<file path="config.mk">
export PLATFORM = sky130hd
export DESIGN_NAME = ps2_scan_decoder
export DESIGN_NICKNAME = d
export VERILOG_FILES = /design/src/rtl/kbd_pkg.sv /design/src/rtl/ps2_ascii_lut.sv /design/src/rtl/ps2_scan_decoder.sv
export SDC_FILE = /design/constraint.sdc
export NUM_CORES = 1
export LEC_CHECK = 0
export BUFFER_PORTS_ARGS = -buffer_cell sky130_fd_sc_hd__buf_2
export CAP_MARGIN = 30
export CORE_ASPECT_RATIO = 0.5
export CORE_MARGIN = 2
export CORE_UTILIZATION = 46
export DETAILED_ROUTE_END_ITERATION = 12
export GPL_TIMING_DRIVEN = 0
export PLACE_DENSITY = 0.7
export SLEW_MARGIN = 10
export SYNTH_ARGS = -nofsm -noshare
export SYNTH_HDL_FRONTEND = slang
export SYNTH_SLANG_ARGS = --single-unit
export TNS_END_PERCENT = 5
</file>
<file path="constraint.sdc">
create_clock -name clk200m -period 5 [get_ports clk200m]
set_input_delay 0.5 -clock clk200m [delete_from_list [all_inputs] [get_ports clk200m]]
set_output_delay 0.5 -clock clk200m [all_outputs]
set_load 0.03 [all_outputs]
</file>
<file path="src/rtl/kbd_pkg.sv">
// ============================================================================
// kbd_pkg : shared FSM state type and PS/2 set-2 scancode constants. Rev 1.0
// ============================================================================
`default_nettype none

package kbd_pkg;

   typedef enum logic [1:0] {
      IDLE   = 2'd0,
      POP    = 2'd1,
      SETTLE = 2'd2,
      DECODE = 2'd3
   } kbd_state_t;

   localparam logic [7:0] SC_BREAK   = 8'hF0;
   localparam logic [7:0] SC_EXT     = 8'hE0;
   localparam logic [7:0] SC_LSHIFT  = 8'h12;
   localparam logic [7:0] SC_RSHIFT  = 8'h59;
   localparam logic [7:0] ASCII_NONE = 8'h00;

   function automatic logic is_shift_code(input logic [7:0] code);
      return (code == SC_LSHIFT) || (code == SC_RSHIFT);
   endfunction

endpackage

`default_nettype wire

</file>
<file path="src/rtl/ps2_ascii_lut.sv">
// ============================================================================
// ps2_ascii_lut : combinational set-2 make code + shift -> ASCII. Rev 1.0
// ============================================================================
`default_nettype none

module ps2_ascii_lut
   import kbd_pkg::*;
(
   input  logic [7:0] i_code,
   input  logic       i_shift,
   output logic [7:0] o_ascii
);

   logic [7:0] w_base;
   logic [7:0] w_alt;
   logic       w_letter;

   always_comb begin
      w_base   = ASCII_NONE;
      w_alt    = ASCII_NONE;
      w_letter = 1'b0;
      case (i_code)
         // letters: only the lower-case value is listed, upper case is derived
         8'h1C: w_base = 8'h61;
         8'h32: w_base = 8'h62;
         8'h21: w_base = 8'h63;
         8'h23: w_base = 8'h64;
         8'h24: w_base = 8'h65;
         8'h2B: w_base = 8'h66;
         8'h34: w_base = 8'h67;
         8'h33: w_base = 8'h68;
         8'h43: w_base = 8'h69;
         8'h3B: w_base = 8'h6A;
         8'h42: w_base = 8'h6B;
         8'h4B: w_base = 8'h6C;
         8'h3A: w_base = 8'h6D;
         8'h31: w_base = 8'h6E;
         8'h44: w_base = 8'h6F;
         8'h4D: w_base = 8'h70;
         8'h15: w_base = 8'h71;
         8'h2D: w_base = 8'h72;
         8'h1B: w_base = 8'h73;
         8'h2C: w_base = 8'h74;
         8'h3C: w_base = 8'h75;
         8'h2A: w_base = 8'h76;
         8'h1D: w_base = 8'h77;
         8'h22: w_base = 8'h78;
         8'h35: w_base = 8'h79;
         8'h1A: w_base = 8'h7A;
         8'h45: begin w_base = 8'h30; w_alt = 8'h29; end
         8'h16: begin w_base = 8'h31; w_alt = 8'h21; end
         8'h1E: begin w_base = 8'h32; w_alt = 8'h40; end
         8'h26: begin w_base = 8'h33; w_alt = 8'h23; end
         8'h25: begin w_base = 8'h34; w_alt = 8'h24; end
         8'h2E: begin w_base = 8'h35; w_alt = 8'h25; end
         8'h36: begin w_base = 8'h36; w_alt = 8'h5E; end
         8'h3D: begin w_base = 8'h37; w_alt = 8'h26; end
         8'h3E: begin w_base = 8'h38; w_alt = 8'h2A; end
         8'h46: begin w_base = 8'h39; w_alt = 8'h28; end
         8'h29: begin w_base = 8'h20; w_alt = 8'h20; end
         8'h5A: begin w_base = 8'h0D; w_alt = 8'h0D; end
         8'h66: begin w_base = 8'h08; w_alt = 8'h08; end
         8'h0D: begin w_base = 8'h09; w_alt = 8'h09; end
         8'h76: begin w_base = 8'h1B; w_alt = 8'h1B; end
         default: begin
            w_base = ASCII_NONE;
            w_alt  = ASCII_NONE;
         end
      endcase
      w_letter = (w_base >= 8'h61) && (w_base <= 8'h7A);
      if (w_letter) begin
         w_alt = w_base - 8'h20;
      end
   end

   assign o_ascii = i_shift ? w_alt : w_base;

endmodule

`default_nettype wire

</file>
<file path="src/rtl/ps2_scan_decoder.sv">
// ============================================================================
// ps2_scan_decoder : pops PS/2 scancodes, tracks prefixes/shift, buffers ASCII.
// Option macro PS2_TYPEMATIC_FILTER_EN drops repeated make codes.   Rev 1.0
// ============================================================================
`default_nettype none

module ps2_scan_decoder
   import kbd_pkg::*;
#(
   parameter int FIFO_DEPTH    = 8,
   parameter int POP_CYCLES    = 2,
   parameter int SETTLE_CYCLES = 2
) (
   input  logic       clk200m,
   input  logic       rst,
   input  logic [7:0] i_kb_data,
   input  logic       i_kb_ready,
   output logic       o_kb_rdn,
   input  logic       i_cpu_rd,
   output logic [7:0] o_ascii_data,
   output logic       o_ascii_valid,
   output logic       o_fifo_ovf,
   output logic       o_shift_held
);

   localparam int AW    = $clog2(FIFO_DEPTH);
   localparam int PW    = AW + 1;
   localparam int CMAX  = (POP_CYCLES > SETTLE_CYCLES) ? POP_CYCLES : SETTLE_CYCLES;
   localparam int CNT_W = $clog2(CMAX) + 1;

   kbd_state_t       r_state;
   logic [CNT_W-1:0] r_cnt;
   logic             r_kb_rdn;
   logic [7:0]       r_code;
   logic             r_brk;
   logic             r_ext;
   logic             r_shift_l;
   logic             r_shift_r;

   logic [7:0]       r_mem [FIFO_DEPTH];
   logic [PW-1:0]    r_wr;
   logic [PW-1:0]    r_rd;
   logic [7:0]       r_ascii_data;
   logic             r_ascii_valid;
   logic             r_fifo_ovf;

   logic [7:0]       w_lut;
   logic             w_make;
   logic             w_repeat;
   logic             w_push;
   logic             w_empty;
   logic             w_full;
   logic             w_pop;
   logic             w_wr_en;
   logic             w_drop;
   logic [PW-1:0]    w_wr_nxt;
   logic [PW-1:0]    w_rd_nxt;
   logic [7:0]       w_head_nxt;
   logic             w_empty_nxt;

   ps2_ascii_lut u_lut (
      .i_code  (r_code),
      .i_shift (r_shift_l | r_shift_r),
      .o_ascii (w_lut)
   );

`ifdef PS2_TYPEMATIC_FILTER_EN
   logic [7:0] r_last_code;
   logic       r_last_vld;
   assign w_repeat = r_last_vld && (r_last_code == r_code);
`else
   assign w_repeat = 1'b0;
`endif

   // A plain make code: not a prefix, not part of an extended or break sequence, not shift.
   assign w_make = (r_state == DECODE) && (r_code != SC_BREAK) && (r_code != SC_EXT)
                   && !r_ext && !is_shift_code(r_code) && !r_brk;
   assign w_push = w_make && !w_repeat && (w_lut != ASCII_NONE);

   always_ff @(posedge clk200m or posedge rst) begin
      if (rst) begin
         r_state   <= IDLE;
         r_cnt     <= '0;
         r_kb_rdn  <= 1'b1;
         r_code    <= 8'h00;
         r_brk     <= 1'b0;
         r_ext     <= 1'b0;
         r_shift_l <= 1'b0;
         r_shift_r <= 1'b0;
`ifdef PS2_TYPEMATIC_FILTER_EN
         r_last_code <= 8'h00;
         r_last_vld  <= 1'b0;
`endif
      end else begin
         case (r_state)
            IDLE: begin
               r_kb_rdn <= 1'b1;
               if (i_kb_ready) begin
                  r_state  <= POP;
                  r_kb_rdn <= 1'b0;
                  r_code   <= i_kb_data;
                  r_cnt    <= '0;
               end
            end
            POP: begin
               if (r_cnt == CNT_W'(POP_CYCLES - 1)) begin
                  r_state  <= SETTLE;
                  r_kb_rdn <= 1'b1;
                  r_cnt    <= '0;
               end else begin
                  r_cnt <= r_cnt + 1'b1;
               end
            end
            SETTLE: begin
               r_kb_rdn <= 1'b1;
               if (r_cnt == CNT_W'(SETTLE_CYCLES - 1)) begin
                  r_state <= DECODE;
                  r_cnt   <= '0;
               end else begin
                  r_cnt <= r_cnt + 1'b1;
               end
            end
            DECODE: begin
               r_state  <= IDLE;
               r_kb_rdn <= 1'b1;
               if (r_code == SC_BREAK) begin
                  r_brk <= 1'b1;
               end else if (r_code == SC_EXT) begin
                  r_ext <= 1'b1;
               end else if (r_ext) begin
`ifdef PS2_TYPEMATIC_FILTER_EN
                  if (r_brk) r_last_vld <= 1'b0;
`endif
                  r_brk <= 1'b0;
                  r_ext <= 1'b0;
               end else if (is_shift_code(r_code)) begin
                  if (r_code == SC_LSHIFT) r_shift_l <= !r_brk;
                  else                     r_shift_r <= !r_brk;
`ifdef PS2_TYPEMATIC_FILTER_EN
                  if (r_brk) r_last_vld <= 1'b0;
`endif
                  r_brk <= 1'b0;
               end else if (r_brk) begin
`ifdef PS2_TYPEMATIC_FILTER_EN
                  r_last_vld <= 1'b0;
`endif
                  r_brk <= 1'b0;
               end else begin
`ifdef PS2_TYPEMATIC_FILTER_EN
                  r_last_code <= r_code;
                  r_last_vld  <= 1'b1;
`endif
               end
            end
            default: begin
               r_state  <= IDLE;
               r_kb_rdn <= 1'b1;
            end
         endcase
      end
   end

   // Pointers carry one extra MSB so full and empty are distinguishable.
   assign w_empty  = (r_wr == r_rd);
   assign w_full   = (r_wr[AW] != r_rd[AW]) && (r_wr[AW-1:0] == r_rd[AW-1:0]);
   assign w_pop    = i_cpu_rd && !w_empty;
   assign w_wr_en  = w_push && (!w_full || w_pop);
   assign w_drop   = w_push && w_full && !w_pop;
   assign w_wr_nxt = r_wr + {{AW{1'b0}}, w_wr_en};
   assign w_rd_nxt = r_rd + {{AW{1'b0}}, w_pop};
   assign w_empty_nxt = (w_wr_nxt == w_rd_nxt);

   // The next head may be the slot being written this very cycle.
   assign w_head_nxt = (w_wr_en && (w_rd_nxt[AW-1:0] == r_wr[AW-1:0])) ? w_lut
                                                                     : r_mem[w_rd_nxt[AW-1:0]];

   always_ff @(posedge clk200m) begin
      if (w_wr_en) begin
         r_mem[r_wr[AW-1:0]] <= w_lut;
      end
   end

   always_ff @(posedge clk200m or posedge rst) begin
      if (rst) begin
         r_wr          <= '0;
         r_rd          <= '0;
         r_ascii_data  <= ASCII_NONE;
         r_ascii_valid <= 1'b0;
         r_fifo_ovf    <= 1'b0;
      end else begin
         r_wr          <= w_wr_nxt;
         r_rd          <= w_rd_nxt;
         r_ascii_valid <= !w_empty_nxt;
         r_ascii_data  <= w_empty_nxt ? ASCII_NONE : w_head_nxt;
         if (w_pop) begin
            r_fifo_ovf <= 1'b0;
         end else if (w_drop) begin
            r_fifo_ovf <= 1'b1;
         end
      end
   end

   assign o_kb_rdn      = r_kb_rdn;
   assign o_ascii_data  = r_ascii_data;
   assign o_ascii_valid = r_ascii_valid;
   assign o_fifo_ovf    = r_fifo_ovf;
   assign o_shift_held  = r_shift_l | r_shift_r;

endmodule

`default_nettype wire

</file>
==> flow_summary.yaml, run 1 <==
floorplanning:
  num_io_pins: 24
  die_area_um2: 13100
  placementRows: 28
  die_height_um: 81.9
  coreArea_um2: 11800
  die_w_um: 160
  initial_utilization_pct: 47.2
timing:
  setup_tns_ns: 0
  clock_skew_ns: 0.00767
  hold_viol: 0
  min_period_ns: 4.89
  report.final.setup_viol: 0
  finalCritPeriodShare_pct: 97.8
  slew_violations: 0
  hold_ws_ns: 0.307
  slew_headroom_pct: 36.0
  fmaxAchievable_ghz: 0.204
  tightest_slew_ns: 0.956
setup_path:
  critical_path_class: "flip-flop to flip-flop"
  ff2ff_path_depth: 22
  worst_setup_path_start_kind: "flip-flop"
  crit_buf_inv: 3
  cp_top_family: "simple AND/OR/NAND/NOR gates"
  cp_max_fo: 8
  ff2ff_setup_slack_ns: 0.11
  crit_cells: 22
  cp.required_ns: 5.22
  cp.arrival_ns: 5.11
  crit_top_cell: "ha_2"
  end_kind: "flip-flop"
  slowest_stage: "or4b_4"
  slowest_delay_ns: 0.60
  worstPathCellList: "or4b_4 -> or3_4 -> nand3_4 -> a41oi_1 -> nand4_1 -> buf_4 -> inv_1 -> ha_2 -> nor2b_4 -> o2111ai_1 -> a31oi_1 -> o21ai_2 -> o21ai_4 -> nor2_2 -> ha_2 -> ha_2 -> xor2_2 -> xor2_1 -> or4_4 -> buf_4 -> nand2_1 -> mux2i_1"
clocking:
  insertion_delay_ns: 0.34
  cts_root_buffer: "clkbuf_16"
  cts_made_buffers: 9
  postCtsHoldBufs: 0
  clk_pin_slew_ns: 0.07
  cts.sinks: 99
  cts_tree: "done"
  htree_levels: 3
  clk_path_buf_depth: 2
cells_and_area:
  fin_area_um2: 6600
  layout_common_cells: "edfxtp_1 (64), nand2_1 (37), buf_2 (34)"
  drive_gt1_share_pct: 33.7
  diodes: 0
  area_growth_syn_to_layout_pct: 18.3
  final_common_cell: "edfxtp_1"
  final_nets: 544
drt:
  drc: 0
  via_per_inst: 5.96
  vias: 4119
  routed_wl_mm: 13.9
  wl_per_cell_um: 20.1
  final_antenna_net_count: 0
  firstDrtPassIters: 7
  drt-initial-drc-count: 418
synth:
  synth_warnings: 0
  synth_compound_area_share_pct: 9.63
  netlist.top_cell.by_area: "edfxtp_1"
  synth_mux_area_share_pct: 13.0
  synth_edf_count: 64
  synth-seq-area-share_pct: 50.1
  async_flop_share_pct: 35.4
  syn-num-nets: 483
  ys_ff_latch: 99
  synth-simple-area-share_pct: 18.1
  ys_types: 81
  synth.area.top_cells: "edfxtp_1 (34%), dfrtp_1 (15%), mux4_2 (6.5%)"
  synthesis.instances: 460
  synth_top_area_share_pct: 34.4
  synthXorXnorAreaFrac_pct: 2.98
  synth-main-ff-cell: "edfxtp_1"
  synth_top_family_by_area: "simple AND/OR/NAND/NOR gates"
  synth.avg_cell_area_um2: 12.1
  synthAdderAreaFrac_pct: 2.46
  syn-cell-area_um2: 5580
placement:
  port_buffers: 23
  place_area_um2: 6000
  dpl.hpwl_mm: 9.51
  place.gp.congestion: 0.989
power_and_ir_drop:
  cellLeakagePower_nw: 2.50
  power_density_nw_per_um2: 706
  peakVddDrop_v: 0.000342
global_routing:
  grt_util_all_layers_pct: 21.3
  antenna_found_initial: 0
  grt_pass1_wl_mm: 21.2
  grt_max_degree: 36
  first_global_vias: 3838
  grt-ovfl-total: 0
outcome:
  status: "completed"
hold_path:
  worstHoldPathType: "primary input to asynchronous set/reset pin"
run:
  cap_violations: 0
-- path summary, 6_finish.rpt --
check | to | from
worst min register to register | r_cnt[1]$_DFFE_PP0P_ | r_cnt[1]$_DFFE_PP0P_
max in group asynchronous | r_code[5]$_DFFE_PP0P_ | rst
worst max-delay path | o_ascii_data[7]$_DFF_PP0_ | r_code[5]$_DFFE_PP0P_
worst min-delay path | o_ascii_data[7]$_DFF_PP0_ | rst
worst max register to register | o_ascii_data[7]$_DFF_PP0_ | r_code[5]$_DFFE_PP0P_
min in group clk200m | o_kb_rdn$_DFFE_PP1P_ | i_kb_ready
-- layout make-up --
| class | instances | area, um2 |
|---|---|---|
| Clock inverter | 7 | 61.3 |
| Multi-Input combinational cell | 316 | 2760 |
| Tap cell | 165 | 206 |
| Sequential cell | 99 | 2800 |
| Buffer | 28 | 169 |
| Inverter | 16 | 60.1 |
| Fill cell | 1013 | 5240 |
| Clock buffer | 9 | 225 |
| Timing Repair Buffer | 51 | 324 |
-- per-layer routing --
| metal | share of wire [%] | global-route usage, % | wire [um] |
|---|---|---|---|
| met2 | 48 | 36.1 | 6590 |
| met5 | 0 | 0 | 0 |
| met3 | 6.3 | 4.09 | 874 |
| met4 | 1.7 | 5.95 | 239 |
| met1 | 44 | 28.6 | 6160 |
-- what timing repair did --
| item | in CTS | in global routing |
|---|---|---|
| buffers inserted | 6 | 14 |
| hold endpoints to repair | 0 | 0 |
| endpoints found under the setup margin | 9 | 9 |
| cloned | 0 | 1 |
| pin swaps | 7 | 17 |
| resized for setup | 17 | 28 |
-- cell usage after synthesis (5+ instances only) --
library cell,instances
edfxtp_1,64
nand2_1,37
dfrtp_1,34
nor2_1,23
mux2_2,18
inv_1,16
mux2i_1,16
mux4_2,16
buf_2,15
nand2b_1,14
nand3_1,14
xor2_1,13
ha_1,11
clkbuf_1,9
nor2b_1,9
o21ai_0,9
nor3_1,8
nor3b_1,8
a21oi_1,6
nor4_1,6
xnor2_1,6
and3_1,5
-- power breakdown --
part	leakage [nW]	internal [mW]	switching, mW
combinational	1.35	1.15	1.62
sequential	1.01	1.14	0.0907
clock	0.133	0.344	0.317
total	2.50	2.63	2.03
-- stage by stage --
step                      total power, mW  util (%)  instances  setup WS, ns
after CTS                            4.46      54.0        675        0.0755
after global routing                 4.92      55.8        691       -0.0146
after detailed placement             3.69      50.7        654        -0.999
final                                4.66      55.8        691         0.108
after floorplan                      3.06         -        460        0.0146
after global placement               3.63      49.9        648        -0.844
-- flip-flops by register name, summed over array words and instances (netlist names) --
name           flops
r_wr               4
r_shift_l          1
r_mem             64
o_kb_rdn           1
r_ext              1
o_ascii_valid      1
r_shift_r          1
r_code             8
r_brk              1
r_state            2
r_rd               4
r_cnt              2
o_fifo_ovf         1
o_ascii_data       8
-- cell families after synthesis --
group                    after synthesis
AO/OA/AOI/OAI                         68
XOR/XNOR                              19
adder cells (fa/ha/maj)               11
buffers and inverters                 45
flip-flops                            99
multiplexers                          50
AND/OR/NAND/NOR                      168
-- worst reg2reg max path: stages, from the launching register on --
cell and delay, ns:
dfrtp_2 0.45, or4b_4 0.60, or3_4 0.39, nand3_4 0.11, a41oi_1 0.07, nand4_1 0.29, buf_4 0.17, inv_1 0.04
ha_2 0.18, nor2b_4 0.10, o2111ai_1 0.12, a31oi_1 0.24, o21ai_2 0.12, o21ai_4 0.15, nor2_2 0.05, ha_2 0.23
ha_2 0.19, xor2_2 0.19, xor2_1 0.18, or4_4 0.60, buf_4 0.17, nand2_1 0.05, mux2i_1 0.08
Power figures use the tool's default switching activity.
==> run 2, diff against run 1 <==
Settings changed: CORE_ASPECT_RATIO 0.5 to 1.1, PLACE_DENSITY 0.7 to 0.67.
Clock period 5 ns to 5.3 ns, I/O delays scaled along.
==> run 2 against run 1 <==
Highest routed layer unchanged. Setup slack better by 0.14 ns. Cell area is 2.5% lower. Global-route usage is 1.1 points higher. Hold slack better by 0.032 ns. Core utilization is 1.8 points lower. Critical path depth is 2 lower.
==> flow_summary.yaml, run 2 (synthesis gave the netlist of run 1 again) <==
outcome:
  status: "completed"
placement:
  dp_cells: 643
  place_area_um2: 5980
  pre_cts_ws_ns: -0.783
  port_buffers: 23
  place.gp.congestion: 0.985
  dpl.hpwl_mm: 9.73
timing:
  setup_tns_ns: 0
  fmaxAchievable_ghz: 0.198
  tightest_slew_ns: 0.860
  slew_headroom_pct: 42.4
  hold_viol: 0
  finalCritPeriodShare_pct: 95.3
  min_period_ns: 5.05
  rsz0062_at_grt: "no"
  report.final.setup_viol: 0
  slew_violations: 0
  clock_skew_ns: 0.00711
  fin_ws_ns: 0.247
cells_and_area:
  fillerInstances: 1021
  seqCellArea_um2: 2800
  fin_util_pct: 54.0
  final_nets: 533
  area_growth_syn_to_layout_pct: 15.3
  diodes: 0
  multi_input_area_um2: 2710
  layout_common_cells: "edfxtp_1 (64), nand2_1 (37), buf_2 (35)"
  drive_gt1_share_pct: 30.1
  final_common_cell: "edfxtp_1"
  fin_area_um2: 6440
  largest_reg_flops: 64
  fin_cells: 669
clocking:
  postCtsHoldBufs: 0
  cts_tree: "done"
  insertion_delay_ns: 0.34
  clk_pin_slew_ns: 0.07
  cts.sinks: 99
  htree_levels: 3
  cts_made_buffers: 9
  clk_path_buf_depth: 2
  cts_root_buffer: "clkbuf_16"
setup_path:
  cp.required_ns: 5.52
  cp_max_fo: 10
  cp.arrival_ns: 5.28
  critical_path_class: "flip-flop to flip-flop"
  worst_setup_path_start_kind: "flip-flop"
  end_kind: "flip-flop"
drt:
  firstDrtPassIters: 5
  via_per_inst: 5.90
  drc: 0
  vias: 3949
  wl_per_cell_um: 20.4
  final_antenna_net_count: 0
  drt-initial-drc-count: 228
  routed_wl_mm: 13.7
power_and_ir_drop:
  p_sw_mw: 1.83
  peakVddDrop_v: 0.000382
  cellLeakagePower_nw: 2.44
  switching_share_pct: 43.3
  power_density_nw_per_um2: 657
  clockPowerShare_pct: 14.5
  internal_power_mw: 2.40
  pwr-share-comb_pct: 58.0
  pwr-share-seq_pct: 27.5
global_routing:
  grt_pass1_wl_mm: 21.8
  antenna_found_initial: 0
  grt_max_degree: 36
  first_global_vias: 4059
  grt-ovfl-total: 0
  grt_util_all_layers_pct: 22.4
floorplanning:
  die_w_um: 109
  placementRows: 42
  initial_utilization_pct: 46.8
  die_height_um: 120
  die_area_um2: 13000
  num_io_pins: 24
  coreArea_um2: 11900
hold_path:
  worstHoldPathType: "primary input to asynchronous set/reset pin"
run:
  cap_violations: 0
[run 2: changes by cell type in the layout (fill, tap and decap cells not counted), moves of 2 or more]
| cell | change |
|---|---|
| nor2b_1 | +2 |
| buf_4 | -14 |
| ha_1 | +3 |
| ha_2 | -2 |
| dfrtp_2 | -2 |
| dfrtp_1 | +2 |
| clkbuf_4 | +2 |
[run 2: power by group through the flow]
stage / Sequential (mW) / Combinational [mW] / Clock, mW
5_1_grt: 1.18 / 2.68 / 0.659
6_report: 1.16 / 2.46 / 0.612
3_3_place_gp: 1.17 / 2.23 / 0
3_5_place_dp: 1.18 / 2.30 / 0
2_1_floorplan: 1.23 / 1.66 / 0
4_1_cts: 1.16 / 2.36 / 0.619
[run 2: area by class of cell]
cell class	instances	area share, %
clock buffers	10	3.56
multi-input cells	316	42.1
plain buffers	28	2.57
clock inverters	6	0.622
repair buffers	40	3.79
inverters	16	0.933
flip-flops and latches	99	43.5
well taps	154	2.99
[run 2: timing repair]
item                                    4_1_cts  5_1_grt
pin swaps                                     2        6
gates cloned                                  0        0
endpoints found under the setup margin        9        9
setup buffers                                 2        6
gates resized for setup                      11       19
[run 2: metal layers]
metal	track usage, %	wire length, um	vias up	part of all wire, %
met5	0	0	-	0
met4	11.7	376	0	2.7
met3	3.04	649	29	4.7
met2	35.4	6840	137	50
met1	29.9	5810	1952	42
li1	-	-	1831	-
[run 2: per-stage QoR]
step                power, mW  hold slack (ns)
CTS                      4.14            0.354
global route             4.52            0.365
global placement         3.40            0.462
floorplan                2.89            0.449
finish                   4.23            0.340
detailed placement       3.47            0.470
[run 2: worst paths after layout]
check	startpoint	depth (start not counted)	slack [ns]	end
setup / recovery	r_code[6]$_DFFE_PP0P_	20	0.25	o_ascii_data[5]$_DFF_PP0_
hold / removal	rst	2	0.34	r_ext$_DFFE_PP0P_
setup reg to reg	r_code[6]$_DFFE_PP0P_	20	0.25	o_ascii_data[5]$_DFF_PP0_
hold reg to reg	r_cnt[1]$_DFFE_PP0P_	1	0.49	r_cnt[1]$_DFFE_PP0P_
max in group asynchronous	rst	2	4.46	o_ascii_data[6]$_DFF_PP0_
min in group clk200m	i_kb_ready	2	0.37	o_kb_rdn$_DFFE_PP1P_
[run 2: critical path, stage by stage, from the launching register on]
cell and delay (ns):
dfrtp_1 0.34, buf_2 0.21, buf_2 0.27, and2b_1 0.27, o32ai_1 0.15, a31o_1 0.27
nor4_1 0.52, nand2_1 0.27, o21ba_2 0.32, a31o_1 0.21, o21ai_2 0.21, o21ai_4 0.09
nor2_1 0.10, ha_1 0.18, nand3_1 0.11, xnor2_1 0.25, xor2_1 0.12, or4_4 0.63
clkbuf_4 0.24, nand3_1 0.10, o21ai_1 0.07
==> run 3, diff against run 2 <==
Settings changed: ABC_AREA set to 1, PLACE_DENSITY 0.67 to 0.68.
==> run 3 against run 2 <==
Clock skew hardly changed. Critical path depth is 11 higher. Hold slack worse by 0.028 ns. Die area is 5.3% lower. Register-to-register slack better by 0.34 ns. Non-clock buffer count is 27 lower. Synthesized area is 5.5% lower. Via count is 6.5% higher. Synthesized cell count is 28% higher. Cell area is 8.4% lower. Clock-buffer cell count is 1 higher.
==> flow_summary.yaml, run 3 <==
timing:
  slew_violations: 0
  clock_skew_ns: 0.00720
  finalCritPeriodShare_pct: 89.0
  tightest_slew_ns: 0.838
  hold_viol: 0
  rsz0062_at_grt: "no"
  fmaxAchievable_ghz: 0.212
  min_period_ns: 4.71
  setup_tns_ns: 0
  report.final.setup_viol: 0
  slew_headroom_pct: 43.9
global_routing:
  grt_max_degree: 36
  grt_pass1_wl_mm: 20.3
  grt_util_all_layers_pct: 21.2
  grt-ovfl-total: 0
  first_global_vias: 4210
  antenna_found_initial: 0
synth:
  ys_types: 40
  synthTopCellsByCount: "nand2_1 (129), nor2_1 (93), edfxtp_1 (64)"
  async_flop_share_pct: 35.4
  yosysMostFrequentCell: "nand2_1"
  syn-num-nets: 613
  syn-cell-area_um2: 5280
  synth.area.top_cells: "edfxtp_1 (36%), dfrtp_1 (16%), nand2_1 (9.2%)"
  ys_ff_latch: 99
  synth-main-ff-cell: "edfxtp_1"
  synth_warnings: 0
  synth.avg_cell_area_um2: 8.94
  synthesis.instances: 590
  synth_edf_count: 64
  netlist.top_cell.by_area: "edfxtp_1"
  synth_top_area_share_pct: 36.4
  synth-seq-area-share_pct: 53.0
clocking:
  cts_root_buffer: "clkbuf_16"
  post_cts_resized: 0
  postCtsHoldBufs: 0
  cts_made_buffers: 9
  clk_pin_slew_ns: 0.07
  post_cts_buffers: 0
  cts_tree: "done"
  insertion_delay_ns: 0.35
  clk_path_buf_depth: 2
  cts.sinks: 99
  htree_levels: 3
cells_and_area:
  diodes: 0
  layout_common_cells: "nand2_1 (129), nor2_1 (93), edfxtp_1 (64)"
  final_nets: 650
  multi_input_area_um2: 2220
  fillerInstances: 1039
  drive_gt1_share_pct: 15.0
  area_growth_syn_to_layout_pct: 11.8
  final_common_cell: "nand2_1"
  largest_reg_flops: 64
  seqCellArea_um2: 2800
  fin_cells: 782
placement:
  dp_cells: 766
  port_buffers: 23
  place.gp.congestion: 0.907
  dpl.hpwl_mm: 9.16
floorplanning:
  num_io_pins: 24
  coreArea_um2: 11300
  placementRows: 41
  die_w_um: 106
  die_area_um2: 12300
  initial_utilization_pct: 46.5
  die_height_um: 116
setup_path:
  cp.required_ns: 5.57
  crit_top_cell: "nand2_1"
  end_kind: "flip-flop"
  slowest_delay_ns: 0.40
  worst_setup_path_start_kind: "flip-flop"
  slowest_stage: "dfrtp_1"
  critical_path_class: "flip-flop to flip-flop"
  cp.arrival_ns: 4.98
  cp_max_fo: 8
hold_path:
  worstHoldPathType: "primary input to asynchronous set/reset pin"
drt:
  drt-initial-drc-count: 305
  wl_per_cell_um: 15.9
  routed_wl_mm: 12.4
  firstDrtPassIters: 7
  drc: 0
  vias: 4206
  via_per_inst: 5.38
  final_antenna_net_count: 0
run:
  cap_violations: 0
outcome:
  status: "completed"
## run 3: worst max-delay path: cells and delay by family, from the launching register on
family	cells	cell delay, ns
AOI/OAI and AO/OA	1	0.20
xor gates and xnor gates	2	0.45
and+or+nand+nor	23	2.93
adders and majority gates	2	0.40
buffers and inverters	3	0.23
DFF	1	0.40
## run 3: routing by layer
layer,GRT usage (%),part of all wire (%),vias up,routed length (um)
met3,4.07,4.5,32,559
met5,0,0,-,0
met1,24.3,40,1998,5020
li1,-,-,2056,-
met4,9.56,2.8,0,348
met2,38.8,52,120,6520
## run 3: logic make-up after synthesis
logic type      Yosys count  share of synthesized area [%]
compound gates           91                           10.0
flops                    99                           53.0
buf+inv                  66                           4.98
xor+xnor                 12                           1.99
simple gates            311                           27.4
fa+ha+maj                11                           2.61
## run 3: final cells by class
cell class              count  area share (%)
clock inverters             5           0.679
inverters                  51            3.25
flip-flops and latches     99            47.5
repair buffers             26            2.21
clock buffers              11            4.31
well taps                 150            3.18
multi-input cells         425            37.7
plain buffers              15            1.21
## run 3: path summary, 6_finish.rpt
| path | start | end | slack [ns] | depth (start not counted) |
|---|---|---|---|---|
| worst min register to register | r_ext$_DFFE_PP0P_ | r_ext$_DFFE_PP0P_ | 0.49 | 2 |
| worst min-delay path | rst | o_ascii_data[4]$_DFF_PP0_ | 0.31 | 2 |
| worst max register to register | r_code[0]$_DFFE_PP0P_ | o_ascii_data[3]$_DFF_PP0_ | 0.59 | 31 |
| max in group asynchronous | rst | r_rd[2]$_DFF_PP0_ | 4.48 | 2 |
| min in group clk200m | i_kb_ready | o_kb_rdn$_DFFE_PP1P_ | 0.36 | 2 |
| worst max-delay path | r_code[0]$_DFFE_PP0P_ | o_ascii_data[3]$_DFF_PP0_ | 0.59 | 31 |
## run 3: metrics by stage
stage	utilization (%)	area, um2	worst slack [ns]	hold WS, ns
4_1_cts	52.0	5900	0.603	0.351
3_3_place_gp	49.2	5580	0.769	0.463
5_1_grt	52.0	5900	0.123	0.370
3_5_place_dp	49.4	5600	0.646	0.481
6_report	52.0	5900	0.585	0.311
2_1_floorplan	-	5280	1.45	0.445
Power of run 3 is left out: the tool's default activity adds up to more than one toggle a clock period on the data nets, which glitch-free logic cannot reach.
